==> config.mk <==
export PLATFORM = sky130hd
export DESIGN_NAME = aes_key_reverse_128
export DESIGN_NICKNAME = d
export VERILOG_FILES = /design/src/rtl/aes_key_reverse_128.sv
export SDC_FILE = /design/constraint.sdc
export NUM_CORES = 1
export LEC_CHECK = 0
export ABC_AREA = 1
export CAP_MARGIN = 25
export CELL_PAD_IN_SITES_DETAIL_PLACEMENT = 0
export CELL_PAD_IN_SITES_GLOBAL_PLACEMENT = 1
export CORE_UTILIZATION = 39
export DETAILED_ROUTE_END_ITERATION = 6
export HOLD_SLACK_MARGIN = 0.02
export MAX_ROUTING_LAYER = met4
export PLACE_DENSITY_LB_ADDON = 0.1
export SLEW_MARGIN = 15
export SYNTH_ARGS = -nofsm -noshare
export SYNTH_HDL_FRONTEND = slang
export SYNTH_SLANG_ARGS = --single-unit
==> constraint.sdc <==
create_clock -name clk -period 2.94 [get_ports clk]
set_clock_uncertainty 0.2 [all_clocks]
set_input_delay 0.882 -clock clk [delete_from_list [all_inputs] [get_ports clk]]
set_output_delay 0.882 -clock clk [all_outputs]
set_load 0.02 [all_outputs]
==> src/rtl/aes_key_reverse_128.sv <==
// rtl/aes_key_reverse_128.sv - iterative AES-128 reverse key scheduler emitting round keys 10..0
module aes_key_reverse_128 (
    input  logic         clk,
    input  logic         rst_n,
    input  logic         start,
    input  logic [127:0] key_last,
    input  logic         key_ready,
    output logic         key_valid,
    output logic [127:0] round_key,
    output logic [3:0]   round_idx,
    output logic         busy,
    output logic         done
);

    // AES forward S-box, byte 0x00 in the most significant position
    localparam logic [2047:0] SBOX_TABLE = {
        128'h637c777bf26b6fc53001672bfed7ab76,
        128'hca82c97dfa5947f0add4a2af9ca472c0,
        128'hb7fd9326363ff7cc34a5e5f171d83115,
        128'h04c723c31896059a071280e2eb27b275,
        128'h09832c1a1b6e5aa0523bd6b329e32f84,
        128'h53d100ed20fcb15b6acbbe394a4c58cf,
        128'hd0efaafb434d338545f9027f503c9fa8,
        128'h51a3408f929d38f5bcb6da2110fff3d2,
        128'hcd0c13ec5f974417c4a77e3d645d1973,
        128'h60814fdc222a908846eeb814de5e0bdb,
        128'he0323a0a4906245cc2d3ac629195e479,
        128'he7c8376d8dd54ea96c56f4ea657aae08,
        128'hba78252e1ca6b4c6e8dd741f4bbd8b8a,
        128'h703eb5664803f60e613557b986c11d9e,
        128'he1f8981169d98e949b1e87e9ce5528df,
        128'h8ca1890dbfe6426841992d0fb054bb16
    };

    typedef enum logic {
        IDLE   = 1'b0,
        STREAM = 1'b1
    } state_t;

    state_t        state_q, state_d;
    logic [127:0]  key_q, key_d;
    logic [3:0]    idx_q, idx_d;
    logic          done_q, done_d;

    logic [31:0]   w_a, w_b, w_c, w_d;
    logic [31:0]   prev_a, prev_b, prev_c, prev_d;
    logic [31:0]   rot_word, sub_word;
    logic [127:0]  prev_key;

    function automatic logic [7:0] sbox(input logic [7:0] x);
        logic [10:0] pos;
        pos = 11'd2047 - {x, 3'b000};
        return SBOX_TABLE[pos -: 8];
    endfunction

    // Round constant used when stepping from round i back to round i-1
    function automatic logic [7:0] rcon(input logic [3:0] i);
        case (i)
            4'd10:   return 8'h36;
            4'd9:    return 8'h1b;
            4'd8:    return 8'h80;
            4'd7:    return 8'h40;
            4'd6:    return 8'h20;
            4'd5:    return 8'h10;
            4'd4:    return 8'h08;
            4'd3:    return 8'h04;
            4'd2:    return 8'h02;
            4'd1:    return 8'h01;
            default: return 8'h00;
        endcase
    endfunction

    assign w_a = key_q[127:96];
    assign w_b = key_q[95:64];
    assign w_c = key_q[63:32];
    assign w_d = key_q[31:0];

    // Undo the forward recurrence: the last word of the previous key is d^c,
    // and it feeds the single SubWord that recovers the first word.
    assign prev_d   = w_d ^ w_c;
    assign prev_c   = w_c ^ w_b;
    assign prev_b   = w_b ^ w_a;
    assign rot_word = {prev_d[23:0], prev_d[31:24]};

    for (genvar g = 0; g < 4; g++) begin : g_sbox
        assign sub_word[8*g +: 8] = sbox(rot_word[8*g +: 8]);
    end

    assign prev_a   = w_a ^ sub_word ^ {rcon(idx_q), 24'h0};
    assign prev_key = {prev_a, prev_b, prev_c, prev_d};

    // State, key and index registers
    always_ff @(posedge clk or negedge rst_n) begin
        if (!rst_n) begin
            state_q <= IDLE;
            key_q   <= 128'h0;
            idx_q   <= 4'd0;
            done_q  <= 1'b0;
        end else begin
            state_q <= state_d;
            key_q   <= key_d;
            idx_q   <= idx_d;
            done_q  <= done_d;
        end
    end

    // Next-state: load on start, step back one round per accepted beat
    always_comb begin
        state_d = state_q;
        key_d   = key_q;
        idx_d   = idx_q;
        done_d  = 1'b0;
        case (state_q)
            IDLE: begin
                if (start) begin
                    key_d   = key_last;
                    idx_d   = 4'd10;
                    state_d = STREAM;
                end
            end
            STREAM: begin
                if (key_ready) begin
                    if (idx_q == 4'd0) begin
                        state_d = IDLE;
                        done_d  = 1'b1;
                    end else begin
                        key_d = prev_key;
                        idx_d = idx_q - 4'd1;
                    end
                end
            end
            default: state_d = IDLE;
        endcase
    end

    assign key_valid = (state_q == STREAM);
    assign busy      = (state_q == STREAM);
    assign done      = done_q;
    assign round_key = key_q;
    assign round_idx = idx_q;

endmodule

==> results.ini <==
[outcome]
outcome = finished, violations left
violations = DRC

[final_layout]
nets = 4032
finish.utilization = 0.511
area_growth_pct = 28.2
drive_gt1_frac = 0.111

[synthesis]
synth_mux_area_frac = 0
synth_compound_area_frac = 0.0985
synth_fa_ha_area_frac = 0.0370
yosysTopAreaCell = nand3_1
synth_area_sq_mm = 0.0196
synth_top_family_by_area = simple AND/OR/NAND/NOR gates
synth-simple-area-share = 0.580
ys_warn_count = 0
postSynthCellCount = 3561
postSynthAreaPerCell_sq_um = 5.51
seq_area_frac_synth = 0.171
yosys.area_share.xor_xnor = 0.0156
syn_nets = 3751
ys_top_cells_by_area = nand3_1 31%, nand2_1 21%, dfrtp_1 17%
synth.distinct_cells = 37
ys_ff_latch = 134
netlist.area_leader.share = 0.315

[global_routing]
grt_overflow_total = 0
grt_pass1_vias = 25600
grt_max_degree = 202
grtUsageTotal = 0.407
antenna_found_initial = 10
grt_pass1_wl_microns = 155000

[timing]
tightest_slew_ns = 0.863
hold-worst-slack_ns = 0.148
relSlewSlack = 0.425
finalSetupViolCount = 0
hold_violations = 0
slew_viol_final = 0
finalCritPeriodShare = 0.993
min_period_ns = 2.92
timing.fmax_mhz = 343
tns_ns = 0

[route]
dr.pass1.iters = 7
dr_total_vias = 28100
drt.antenna.violating_nets = 0
topRoutingLayerUsed = met4
wl_met2_microns = 43200
first_iter_violations = 4229
wl_met1_microns = 40900
viasPerCell = 6.22
wire_per_inst_microns = 23.0
drc_errors = 5
wl_met3_microns = 13300
wirelength_microns = 104000

[cts]
clock-sinks = 134
htree_levels = 4
worst_skew_pair.late_latency_ns = 0.49
path_clk_slew_ns = 0.07
cts_tree = yes
cts_buffer_depth = 2
ctsHoldBuffers = 0
root_buffer = clkbuf_16
cts_buffers = 17

[worst_setup_path]
rrSetupSlack_ns = 0.15
reg2reg_from = round_key[33]$_DFFE_PN0P_
arrival_ns = 1.84
cp_slowest_cell = clkdlybuf4s50_1
crit_path_end_kind = primary output
required_ns = 1.86
reg2reg_depth = 16
crit_fanout = 6
worstSetupPathDepth = 1
worstSetupPathType = reg -> out
path_delay_family = buffers and inverters
start_kind = flip-flop
r2r-end = round_key[106]$_DFFE_PN0P_
path_cells = clkdlybuf4s50_1
max_stage_delay_ns = 0.70
path_buf_inv = 1

[die]
rows = 81
dieArea_sq_mm = 0.0512
placeableCoreArea_sq_mm = 0.0493
start_util = 0.399
die_x_microns = 226
die_y_microns = 226
io_pins = 267

[hold_path]
worstHoldPathType = in -> async

[place]
gp_congestion = 1.07
io_buffers = 266
hpwl_microns = 76000

[job]
max-cap-violations = 0

-- per-layer routing --
| metal | vias up | global-route usage |
|---|---|---|
| met4 | 0 | 0.237 |
| met5 | - | - |
| met3 | 488 | 0.0998 |
| met1 | 12900 | 0.530 |
| met2 | 2179 | 0.567 |
| li1 | 12600 | - |
-- per-stage QoR --
| stage | worst slack [ns] | cells | cell area, sq um |
|---|---|---|---|
| floorplan | 0.294 | 3561 | 19600 |
| finish | 0.0213 | 4528 | 25200 |
| CTS | 0.0317 | 4519 | 25000 |
| detailed placement | 0.0533 | 4487 | 24300 |
| global route | -0.00540 | 4528 | 25200 |
| global placement | 0.0955 | 4487 | 24300 |
-- flip-flops by register name, summed over array words and instances (netlist names) --
register and cells:
busy 1, round_idx 4, done 1, round_key 128
-- what timing repair did --
action	in CTS	in global routing
pin swaps	0	0
setup endpoints to repair	2	30
setup buffers	0	0
hold endpoints to repair	0	0
gates resized for setup	2	51
-- Yosys cell counts --
| cell type | count |
|---|---|
| nor2_1 | 151 |
| nand3b_1 | 1 |
| nand2_4 | 15 |
| xnor2_2 | 7 |
| nand2_1 | 1091 |
| inv_2 | 20 |
| o211ai_1 | 30 |
| a21oi_1 | 88 |
| nor2_2 | 5 |
| buf_2 | 89 |
| a22oi_1 | 10 |
| buf_4 | 24 |
| o21ai_0 | 168 |
| dfrtp_1 | 134 |
| a32o_1 | 3 |
| nand4_1 | 13 |
| a32oi_1 | 11 |
| a2bb2oi_1 | 11 |
| xor2_1 | 11 |
| nand3_2 | 2 |
| nand2_2 | 31 |
| or3_1 | 1 |
| o21ai_1 | 11 |
| buf_1 | 21 |
| clkbuf_1 | 110 |
| buf_6 | 7 |
| nor3_1 | 2 |
| o22ai_1 | 1 |
| xnor2_1 | 11 |
| nand3_1 | 1234 |
| a31oi_1 | 6 |
| or2_1 | 1 |
| ha_1 | 58 |
| inv_1 | 168 |
| o21a_1 | 4 |
| clkinv_1 | 7 |
| or2_2 | 4 |
-- cell usage in the layout (no fill, tap or decap), types with 4 or more instances in the layout --
cell / synthesis / routed
xnor2_1: 11 / 8
clkdlybuf4s50_1: 0 / 265
diode_2: 0 / 9
ha_1: 58 / 50
nand4_1: 13 / 13
dfrtp_1: 134 / 128
ha_2: 0 / 4
o21ai_0: 168 / 167
o21a_1: 4 / 4
inv_6: 0 / 4
a22oi_1: 10 / 10
ha_4: 0 / 4
nand2_2: 31 / 57
inv_2: 20 / 20
xor2_1: 11 / 9
o211ai_1: 30 / 30
inv_1: 168 / 168
a21oi_1: 88 / 88
clkbuf_16: 0 / 17
clkinv_1: 7 / 6
or2_2: 4 / 4
xnor2_2: 7 / 9
buf_12: 0 / 33
a31oi_1: 6 / 6
o21ai_1: 11 / 12
a2bb2oi_1: 11 / 11
a32oi_1: 11 / 11
nor2_2: 5 / 10
nand3_1: 1234 / 1223
bufinv_16: 0 / 4
nor2_1: 151 / 146
nand3_2: 2 / 13
buf_4: 24 / 211
buf_6: 7 / 4
nand2_1: 1091 / 1063
dfrtp_2: 0 / 5
nand2_4: 15 / 17
-- worst max path at each step --
| stage | from | to | slack, ns |
|---|---|---|---|
| 2_1_floorplan | round_key[9]$_DFFE_PN0P_ | round_key[113]$_DFFE_PN0P_ | 0.29 |
| 3_3_place_gp | round_key[48]$_DFFE_PN0P_ | round_key[122]$_DFFE_PN0P_ | 0.1 |
| 3_5_place_dp | round_key[16]$_DFFE_PN0P_ | round_key[122]$_DFFE_PN0P_ | 0.05 |
| 4_1_cts | round_key[16]$_DFFE_PN0P_ | round_key[122]$_DFFE_PN0P_ | 0.03 |
| 5_1_grt | round_key[33]$_DFFE_PN0P_ | round_key[106]$_DFFE_PN0P_ | -0.005 |
| 6_report | round_key[91]$_DFFE_PN0P_ | round_key[91] | 0.02 |
-- cells by family after synthesis --
| family | after synthesis |
|---|---|
| compound gates | 343 |
| xor+xnor | 29 |
| flops | 134 |
| simple gates | 2551 |
| buf+inv | 446 |
| fa+ha+maj | 58 |
-- area by class of cell --
cell class / instances / area [sq um]
fillers: 5192 / 24100
multi-input cells: 2981 / 14600
repair buffers: 513 / 4940
flip-flops and latches: 134 / 3360
well taps: 664 / 831
inverters: 195 / 734
clock buffers: 17 / 425
clock inverters: 15 / 215
diodes: 9 / 22.5
Power is left out: the tool's default activity adds up to more than one toggle a clock period on the data nets, which glitch-free logic cannot reach.
